**src/rtl/stream_upsize_buf.sv**
```systemverilog
// Narrow-to-wide stream packer with an accumulator, a registered output stage and
// an optional idle-timeout flush of partially filled words.
module stream_upsize_buf #(
  parameter int T_DATA_WIDTH  = 8,
  parameter int T_DATA_RATIO  = 4,
  parameter int FLUSH_TIMEOUT = 0
) (
  input  logic                                 clk,
  input  logic                                 rst,
  input  logic [T_DATA_WIDTH-1:0]              s_data_i,
  input  logic                                 s_last_i,
  input  logic                                 s_valid_i,
  output logic                                 s_ready_o,
  output logic [T_DATA_WIDTH*T_DATA_RATIO-1:0] m_data_o,
  output logic [T_DATA_RATIO-1:0]              m_keep_o,
  output logic                                 m_last_o,
  output logic                                 m_valid_o,
  input  logic                                 m_ready_i
);

  localparam int OW       = T_DATA_WIDTH * T_DATA_RATIO;
  localparam int CW       = $clog2(T_DATA_RATIO + 1);
  localparam int IW       = (FLUSH_TIMEOUT > 0) ? $clog2(FLUSH_TIMEOUT + 1) : 1;
  localparam int IDLE_LIM = (FLUSH_TIMEOUT > 0) ? FLUSH_TIMEOUT - 1 : 0;
  localparam logic [CW-1:0] FULL_CNT = CW'(T_DATA_RATIO);
  localparam logic [IW-1:0] IDLE_MAX = IW'(IDLE_LIM);

  logic [OW-1:0]           acc_data;
  logic [CW-1:0]           count;
  logic                    acc_last;
  logic                    done;
  logic [IW-1:0]           idle_cnt;

  logic [OW-1:0]           out_data;
  logic [T_DATA_RATIO-1:0] out_keep;
  logic                    out_last;
  logic                    out_valid;

  logic [OW-1:0]           nxt_data;
  logic [CW-1:0]           nxt_count;
  logic                    nxt_last;
  logic                    accept;
  logic                    out_free;
  logic                    beat_done;
  logic                    tmo;
  logic                    complete;
  logic                    idle_clr;

  function automatic logic [T_DATA_RATIO-1:0] keep_of(input logic [CW-1:0] n);
    logic [T_DATA_RATIO-1:0] k;
    k = '0;
    for (int i = 0; i < T_DATA_RATIO; i++) begin
      k[i] = (CW'(i) < n);
    end
    return k;
  endfunction

  always_comb begin
    accept   = s_valid_i && !done;
    out_free = !out_valid || m_ready_i;
    nxt_data = acc_data;
    for (int i = 0; i < T_DATA_RATIO; i++) begin
      if (accept && (count == CW'(i))) begin
        nxt_data[i*T_DATA_WIDTH +: T_DATA_WIDTH] = s_data_i;
      end
    end
    nxt_count = accept ? (count + CW'(1)) : count;
    nxt_last  = accept && s_last_i;
    beat_done = accept && (s_last_i || (nxt_count == FULL_CNT));
    // A beat arriving on the limit cycle wins: tmo requires !accept.
    tmo       = (FLUSH_TIMEOUT > 0) && !accept && !done &&
                (count != '0) && (idle_cnt == IDLE_MAX);
    complete  = beat_done || tmo;
    idle_clr  = (FLUSH_TIMEOUT == 0) || accept || complete || done || (count == '0);
  end

  always_ff @(posedge clk or posedge rst) begin
    if (rst) begin
      acc_data  <= '0;
      count     <= '0;
      acc_last  <= 1'b0;
      done      <= 1'b0;
      idle_cnt  <= '0;
      out_data  <= '0;
      out_keep  <= '0;
      out_last  <= 1'b0;
      out_valid <= 1'b0;
    end else begin
      if (done) begin
        // Parked word moves up as soon as the output register drains.
        if (m_ready_i) begin
          out_data  <= acc_data;
          out_keep  <= keep_of(count);
          out_last  <= acc_last;
          out_valid <= 1'b1;
          acc_data  <= '0;
          count     <= '0;
          acc_last  <= 1'b0;
          done      <= 1'b0;
        end
      end else if (complete) begin
        if (out_free) begin
          out_data  <= nxt_data;
          out_keep  <= keep_of(nxt_count);
          out_last  <= nxt_last;
          out_valid <= 1'b1;
          acc_data  <= '0;
          count     <= '0;
          acc_last  <= 1'b0;
        end else begin
          acc_data  <= nxt_data;
          count     <= nxt_count;
          acc_last  <= nxt_last;
          done      <= 1'b1;
        end
      end else begin
        acc_data <= nxt_data;
        count    <= nxt_count;
        if (m_ready_i) begin
          out_valid <= 1'b0;
        end
      end
      idle_cnt <= idle_clr ? '0 : (idle_cnt + IW'(1));
    end
  end

  assign s_ready_o = !done;
  assign m_data_o  = out_data;
  assign m_keep_o  = out_keep;
  assign m_last_o  = out_last;
  assign m_valid_o = out_valid;

endmodule

```
**config.mk**
```make
export PLATFORM = sky130hd
export DESIGN_NAME = stream_upsize_buf
export DESIGN_NICKNAME = d
export VERILOG_FILES = /design/src/rtl/stream_upsize_buf.sv
export SDC_FILE = /design/constraint.sdc
export NUM_CORES = 1
export LEC_CHECK = 0
export ABC_AREA = 1
export ABC_CLOCK_PERIOD_IN_PS = 5120
export CAP_MARGIN = 20
export CORE_MARGIN = 2
export CORE_UTILIZATION = 60
export DETAILED_ROUTE_END_ITERATION = 10
export PLACE_DENSITY = 0.86
export RECOVER_POWER = 100
export SLEW_MARGIN = 20
export SYNTH_ARGS = -nofsm -noshare
export SYNTH_HDL_FRONTEND = slang
export SYNTH_SLANG_ARGS = --single-unit
```
**constraint.sdc**
```tcl
create_clock -name clk -period 5.12 [get_ports clk]
set_input_delay 1.024 -clock clk [delete_from_list [all_inputs] [get_ports clk]]
set_output_delay 1.024 -clock clk [all_outputs]
set_load 0.02 [all_outputs]
```
# == Yosys cells after proc, flatten, opt, wreduce, memory -nomap -nowiden ==
# Cells that the tools add are included.
# word_totals
reg_bits,75
out_inout_bits,39
elab_cells,78
# classes
add_sub_neg,1
order_cmp,8
eq_ne,6
mux,37
n_reduce_logical,18
# op_table
op,n
32-bit two-way mux,8
8-bit two-way mux,4
1-bit two-way mux,16
4-bit two-way mux,4
3-bit two-way mux,5
"1-bit by 3-bit less-than comparator with 1-bit output, first input constant",4
"2-bit by 3-bit less-than comparator with 1-bit output, first input constant",4
1-bit logical AND,7
"3-bit by 2-bit == test with 1-bit output, second input constant",2
3-bit AND reduction,2
2-bit nonzero test,3
"3-bit by 1-bit adder with 3-bit output, second input constant",1
"3-bit by 1-bit == test with 1-bit output, second input constant",1
"3-bit == test, second input constant",1
3-bit logical NOT,1
"3-bit inequality test, second input constant",1
1-bit logical NOT,2
1-bit logical OR,2
"2-bit inequality test, second input constant",1
2-bit AND reduction,1

# == Longest topological paths before layout ==
# Gate-level depths: netlist (run 1).
# logic_depth
ltp_word,8
ltp_mapped,11
ltp_nobuf,9

# == Worst setup path before layout (run 1) ==
# OpenSTA, ideal clock, no wires.
# synth_timing
path_kind,input -> register
from,in s_valid_i
to,reg acc_data[14]
setup_time_ps,134
t_arrival_ps,1882
required_ps,4986
path_slack_ps,3104
path_stages,10
path_cell_list,inv_1 nor2_2 nand2_1 nor2_1 nand2_2 nand2_1 nand2_2 buf_6 nand2_1 o21ai_0
# synth_between
elab_chain_cells,7
elab_cells_between_ends,10
classes_between,eq/ne (1); mux (5); reduce/logical (4)
# synth_rtl
item,line_no,rtl
from (decl),12,"input logic s_valid_i,"
1-bit logical AND *,59,accept = s_valid_i && !done;
3-bit two-way mux,67,nxt_count = accept ? (count + CW'(1)) : count;
3-bit == test,69,beat_done = accept && (s_last_i || (nxt_count == FULL_CNT));
1-bit logical OR,69,
1-bit logical AND,69,
32-bit two-way mux *,101,end else if (complete) begin
32-bit two-way mux *,89,if (done) begin
to (signal assigned),111,acc_data <= nxt_data;
to (signal assigned),117,acc_data <= nxt_data;
to (decl),28,logic [OW-1:0] acc_data;
# Every way passes the cells marked *; elsewhere a longest branch is shown, timed or not.
# A chain may end at the register's enable or synchronous reset.

# == Final worst setup path (run 1) ==
# layout_timing
from,in m_ready_i
to,"reg out_data[19], in the netlist m_data_o[19]"
# layout_between
elab_chain_cells,3
elab_cells_between_ends,4
classes_between,eq/ne (1); reduce/logical (3)
# layout_rtl
item,line_no,rtl
from (decl),18,input logic m_ready_i
1-bit logical OR,60,out_free = !out_valid || m_ready_i;
2-bit nonzero test (no source line),-,
3-bit AND reduction (no source line) *,-,
to (signal assigned),92,out_data <= acc_data;
to (signal assigned),103,out_data <= nxt_data;
to (decl),34,logic [OW-1:0] out_data;
# Marked as above.

==> metrics.txt, run 1 <==
ANT nets after route=0; clock root buffer master=clkbuf_8; overall global routing resource usage=0.2783; EDFF count, synth=0; I/O Pins=52; initial standard-cell utilization of the core=0.6238; Critical Path RT=5.35 ns; clock tree skew after final layout=between 0.006 and 0.007 ns; async set or reset register ratio after synthesis=1.000; proportion of layout cells with a drive suffix above 1=0.04685; Crit Path Category=in2reg; Max-Slew Margin vs Limit=-0.2129; DRT iter0 DRCs=466; number of DRC violations after detailed routing=0; total number of nets in the final design=566; via count=3,672; Fmax achieved=262.4 MHz; TNS Setup=0 ns; Worst Path Arrival=4.04 ns; antenna cell count=0; CP Capture Type=flop; number of library cell types mapped by synthesis=20; worst hold path startpoint=m_data_o[1]$_DFFE_PP0P_; Post CTS Setup Buffer Count=0; cells after synthesis=521; RSZ-0062 raised after global routing=no; final hold slack=0.4687 ns; Peak supply drop=395.2 uV; total clock buffers created by CTS=9; most repeated cell in the gate-level netlist after synthesis=nand2_1; reg2reg end=m_data_o[19]$_DFFE_PP0P_; first drt pass iteration count=5; Core Region=6386 um^2; average cell area after synthesis=about 7.6 um^2; detailed-route wire length per cell=15.26 um; critical-path maximum fanout=between 60 and 70; leading post-synthesis cells by instance count=nand2_1 (187), dfrtp_1 (75), o21ai_0 (70); dominant register cell in the synthesized netlist=dfrtp_1; Slew @ Worst Pin=1.817 ns; portion of the post-synthesis area used by sequential elements=0.4711; number of antenna violations at the first check in global routing=0; sum of overflow across all layers after global routing=0; launch point of the worst reg-to-reg path=done$_DFF_PP0_; global-route wire length before repair=approximately 16,000 um; Core Rows=29; CTS sink cnt=75; number of buffer cells added on primary ports=51; insertion delay of the later-clocked pin in the worst-skew pair=0.35 ns; hold path cells=2; Max Root-Sink Buffers=2; final worst path period share=0.7443; net count of the mapped netlist=537; violated checks=capacitance limit, slew limit; total leakage power=approximately 2.4 nW; maximum number of pins on one net before global-route repair=68; Hold-fix buffers, CTS=0; die outline width=85.49 um; vias in the first global route=3,212; TritonCTS clock tree=yes; post-detailed-route via-to-cell ratio=5.810; share of the synthesized area in the top cell type=0.4711; Hold Path Class=reg2reg; worst-case reg-to-reg path depth=6; result of the run=finished with violations; Die Outline Area=7308 um^2; time the final worst path needs with I/O delays and setup=3.811 ns; element type at the critical path start=input port; post-detailed-routing wire length=9646 um; HPWL after detailed placement=6429 um; max capacitance violation total=1; cell type contributing the most total cell area after synthesis=dfrtp_1; clock edge transition at the registers on the reported setup and hold paths=0.08 ns; mapped cell area=3984 um^2; H-tree levels=3; number of warning messages in the yosys log=0; Layout Area Growth over Synthesis=15.73%; gpl congestion=0.9178; Final Hold Violating Endpoints=0; end point of the worst hold path=m_data_o[1]$_DFFE_PP0P_; Setup Viol. Count Final=0; power density cells=631.0 nW/um^2; CTS resizes=0; post-synthesis sequential element count=75; count of final max-slew check failures=68; dominant cells by area after synthesis=dfrtp_1 (47%), nand2_1 (18%), o21ai_0 (8.8%); reg-to-reg setup timing slack=1.47 ns; Die Height=85.49 um
[final cells by class]
cell class              instances  area (um^2)
clock buffers                  12        145.1
clock inverters                 4        97.59
fillers                       488         1775
inverters                      45        168.9
multi-input cells             365         1693
flip-flops and latches         75         1877
well taps                      77        96.34
repair buffers                 54        533.0
[how the worst max path moves through the flow]
stage,slack [ns],endpoint,start,cells after the start
floorplan,2.19,acc_data[0]$_DFFE_PP0P_,rst,1
global placement,1.80,m_data_o[16]$_DFFE_PP0P_,s_valid_i,10
detailed placement,1.68,m_data_o[3]$_DFFE_PP0P_,s_valid_i,10
CTS,2.04,m_data_o[19]$_DFFE_PP0P_,s_valid_i,10
global route,0.97,m_data_o[19]$_DFFE_PP0P_,m_ready_i,6
finish,1.31,m_data_o[19]$_DFFE_PP0P_,m_ready_i,6
[cells in the final DEF, fill, tap and decap left out]
master,instances
nor2_1,8
nand4_1,38
clkbuf_8,10
o21ai_0,80
nand3_2,2
a211oi_1,3
dfrtp_1,75
nor2_4,1
ha_1,3
nand3_4,1
inv_2,1
nand3_1,5
dlygate4sd3_1,41
inv_1,44
clkbuf_1,2
clkdlybuf4s50_1,10
nand2_1,188
nand2_2,2
clkinvlp_4,1
nor2_2,2
a21oi_1,32
buf_4,3
bufinv_16,3
[logic make-up after synthesis]
family                     Yosys count  share of synthesized area
adders and majority gates            3                   0.009423
buffers and inverters               81                     0.1033
DFF                                 75                     0.4711
and+or+nand+nor                    247                     0.2698
AOI/OAI and AO/OA                  115                     0.1464
[state kept, by name, indices dropped and copies added (netlist names)]
name	cells
m_keep_o	4
acc_last	1
count	3
m_last_o	1
done	1
acc_data	32
m_data_o	32
m_valid_o	1
[stage by stage]
step | worst slack, ns | util | cell area (um^2) | cells | total power, mW
detailed placement | 1.683 | 0.6844 | 4370 | 616 | 2.402
floorplan | 2.186 | - | 3984 | 521 | 1.939
finish | 1.309 | 0.7220 | 4611 | 632 | 2.909
global placement | 1.798 | 0.6844 | 4370 | 616 | 2.336
CTS | 2.036 | 0.7224 | 4613 | 632 | 2.960
global route | 0.9721 | 0.7220 | 4611 | 632 | 3.121
[routing by layer]
layer	vias up	GRT usage	wire length [um]
met1	1724	0.4223	4438
met3	20	0.05156	717
met2	167	0.4041	4335
li1	1761	-	-
met5	-	0	0
met4	0	0.09235	155
[report_power, final]
| group | switching [mW] | leakage (nW) | internal, mW |
|---|---|---|---|
| clock | 0.220 | 0.117 | 0.338 |
| combinational | 0.861 | 1.26 | 0.482 |
| sequential | 0.152 | 0.980 | 0.857 |
[worst max-delay path, stage by stage]
cell and delay [ns]:
dlygate4sd3_1 0.56, nor2_1 0.16, inv_1 1.38, nand3_4 0.57, nand2_1 0.25, nand2_1 0.08
(Power assumes the default switching activity.)
==> inputs of run 2 (changes only) <==
Settings changed: ABC_CLOCK_PERIOD_IN_PS 5120 to 3200, CORE_UTILIZATION 60 to 50, PLACE_DENSITY 0.86 to 0.76.
Clock period 5.12 ns to 3.2 ns, I/O delays scaled along.
==> run 2 against run 1 <==
Effect of this change: the flow still finishes with violations (capacitance limit, slew limit); highest routed layer unchanged; design area up 0.81%; largest power group unchanged; sequential power up 59%; wire length up 3.5%; count of clock-buffer cells in the layout down 3; sequential share of layout area down 0.33 points; clock power up 45%.
==> metrics.txt, run 2 (same netlist as run 1, synthesis figures left out) <==
area occupied by multi-input gates=1685 um^2 (-0.44%); number of antenna violations at the first check in global routing=0 (unchanged); overall global routing resource usage=0.2453 (-0.03294); Hold-fix buffers, CTS=0 (unchanged); first drt pass iteration count=5 (unchanged); number of buffer cells added on primary ports=51 (unchanged); post-detailed-route via-to-cell ratio=5.537 (-4.7%); RSZ-0062 raised after global routing=no; clock root buffer master=clkbuf_8; initial standard-cell utilization of the core=0.5155 (-0.1083); time the final worst path needs with I/O delays and setup=approximately 2.7 ns; max capacitance violation total=1 (unchanged); total power=4.526 mW (+56%); Max Root-Sink Buffers=2 (unchanged); number of DRC violations after detailed routing=0 (unchanged); total area of sequential cells=1877 um^2 (unchanged); Post CTS Setup Buffer Count=0 (unchanged); Max stage delay cell, worst path=nand2_1; first element of the critical path=done$_DFF_PP0_; clock tree skew after final layout=0.004608 ns (-0.001897 ns); Peak supply drop=302.1 uV (-24%); launch point of the worst reg-to-reg path=done$_DFF_PP0_; element type at the critical path start=flop; final worst path period share=0.8484; Setup Viol. Count Final=0 (unchanged); total number of nets in the final design=572 (+1.1%); H-tree levels=3 (unchanged); vias in the first global route=3,336 (+3.9%); CTS sink cnt=75 (unchanged); insertion delay of the later-clocked pin in the worst-skew pair=0.35 ns (about the same); crit path cell chain=inv_2 -> nand3_1 -> nand2_1 -> nand2_2 -> nand2_2 -> nand2_1 -> nand2_1 -> nand2_1 -> o21ai_0; proportion of layout cells with a drive suffix above 1=0.06239 (+0.01554); clock edge transition at the registers on the reported setup and hold paths=0.08 ns (about the same); Core Rows=32 (+10%); HPWL after detailed placement=6624 um (+3.0%); antenna cell count=0 (unchanged); most common library cell in the layout ignoring fill and taps=nand2_1; Crit Path Category=reg2reg; critical-path maximum fanout=38 (-43%); total clock buffers created by CTS=9 (unchanged); destination of the critical timing path=acc_data[5]$_DFFE_PP0P_; violated checks=capacitance limit, slew limit; global-route wire length before repair=16,500 um (+3.0%); reg2reg end=acc_data[5]$_DFFE_PP0P_; filler cell count in the final layout=695 (+42%); detailed-route wire length per cell=15.06 um (-1.3%); CP Capture Type=flop; post-detailed-routing wire length=9987 um (+3.5%); result of the run=finished with violations; Layout Area Growth over Synthesis=16.68%; count of final max-slew check failures=76 (+12%); crit-path most repeated cell=nand2_1; ANT nets after route=0 (unchanged); TNS Setup=0 ns (unchanged); Final Hold Violating Endpoints=0 (unchanged); DRT iter0 DRCs=238 (-49%); Fmax achieved=368.3 MHz; sum of overflow across all layers after global routing=0 (unchanged); Worst Path Arrival=2.99 ns (-1.05 ns); worst-case reg-to-reg path depth=9 (+3); Max stage delay on crit path=0.91 ns (-0.47 ns); gpl congestion=0.8439 (-8.1%); via count=3,671 (-0.027%); Critical Path RT=3.47 ns (-1.88 ns); power density cells=973.8 nW/um^2 (+54%); Slew @ Worst Pin=1.821 ns (+0.003241 ns); Die Height=93.26 um (+9.1%); die outline width=93.26 um (+9.1%); CTS resizes=0 (unchanged); TritonCTS clock tree=yes; Die Outline Area=8697 um^2 (+19%); I/O Pins=52 (unchanged); Max-Slew Margin vs Limit=-0.2137 (-0.0008270); utilization of the core after routing=0.6015 (-0.1205); maximum number of pins on one net before global-route repair=76 (+12%); total leakage power=2.366 nW (+0.18%); most frequent cells in the layout=nand2_1 (188), o21ai_0 (80), dfrtp_1 (75); Hold Path Class=reg2reg; Core Region=7727 um^2 (+21%); reg-to-reg setup timing slack=0.49 ns (-0.98 ns)
[run 2: where the power goes]
group / switching [mW] / leakage (nW) / internal, mW / total [mW]
clock network: 0.373 / 0.101 / 0.436 / 0.809
logic: 1.33 / 1.28 / 0.783 / 2.11
registers: 0.236 / 0.980 / 1.37 / 1.61
total: 1.94 / 2.37 / 2.59 / 4.53
[run 2: how the worst min path moves through the flow]
| stage | start | end | slack [ns] | cells past startpoint |
|---|---|---|---|---|
| after global routing | m_data_o[22]$_DFFE_PP0P_ | m_data_o[22]$_DFFE_PP0P_ | 0.49 | 2 |
| after detailed placement | m_data_o[27]$_DFFE_PP0P_ | m_data_o[27]$_DFFE_PP0P_ | 0.46 | 2 |
| final | m_keep_o[3]$_DFFE_PP0P_ | m_keep_o[3]$_DFFE_PP0P_ | 0.47 | 2 |
| after floorplan | acc_last$_DFFE_PP0P_ | acc_last$_DFFE_PP0P_ | 0.45 | 2 |
| after CTS | m_keep_o[3]$_DFFE_PP0P_ | m_keep_o[3]$_DFFE_PP0P_ | 0.48 | 2 |
| after global placement | m_data_o[22]$_DFFE_PP0P_ | m_data_o[22]$_DFFE_PP0P_ | 0.46 | 2 |
[run 2: cell type report]
class	count	share of cell area
timing repair buffer	60	0.1233
tap	102	0.02746
clock buffer	9	0.02665
multi-input combinational	365	0.3626
clock inverter	7	0.01992
sequential	75	0.4038
inverter	45	0.03634
[run 2: critical path: cells and delay by family, from the launching register on]
family / cells / cell delay, ns
buffers and inverters: 1 / 0.47
flip-flops: 1 / 0.46
AO/OA/AOI/OAI: 1 / 0.13
AND/OR/NAND/NOR: 7 / 1.58
[run 2: per-layer routing]
| layer | track usage | vias up | part of all wire |
|---|---|---|---|
| li1 | - | 1789 | - |
| met3 | 0.04190 | 22 | 0.070 |
| met2 | 0.3615 | 150 | 0.46 |
| met4 | 0.1201 | 0 | 0.028 |
| met1 | 0.3506 | 1710 | 0.44 |
| met5 | 0 | - | 0 |
[run 2: per-stage QoR]
step                setup slack, ns  cells  hold WS (ns)  area [um^2]
detailed placement           0.4876    647        0.4590         4459
global route                 0.2389    663        0.4919         4648
CTS                          0.5500    663        0.4783         4676
finish                       0.4850    663        0.4672         4648
global placement             0.5923    647        0.4551         4459
floorplan                    0.6500    521        0.4529         3984
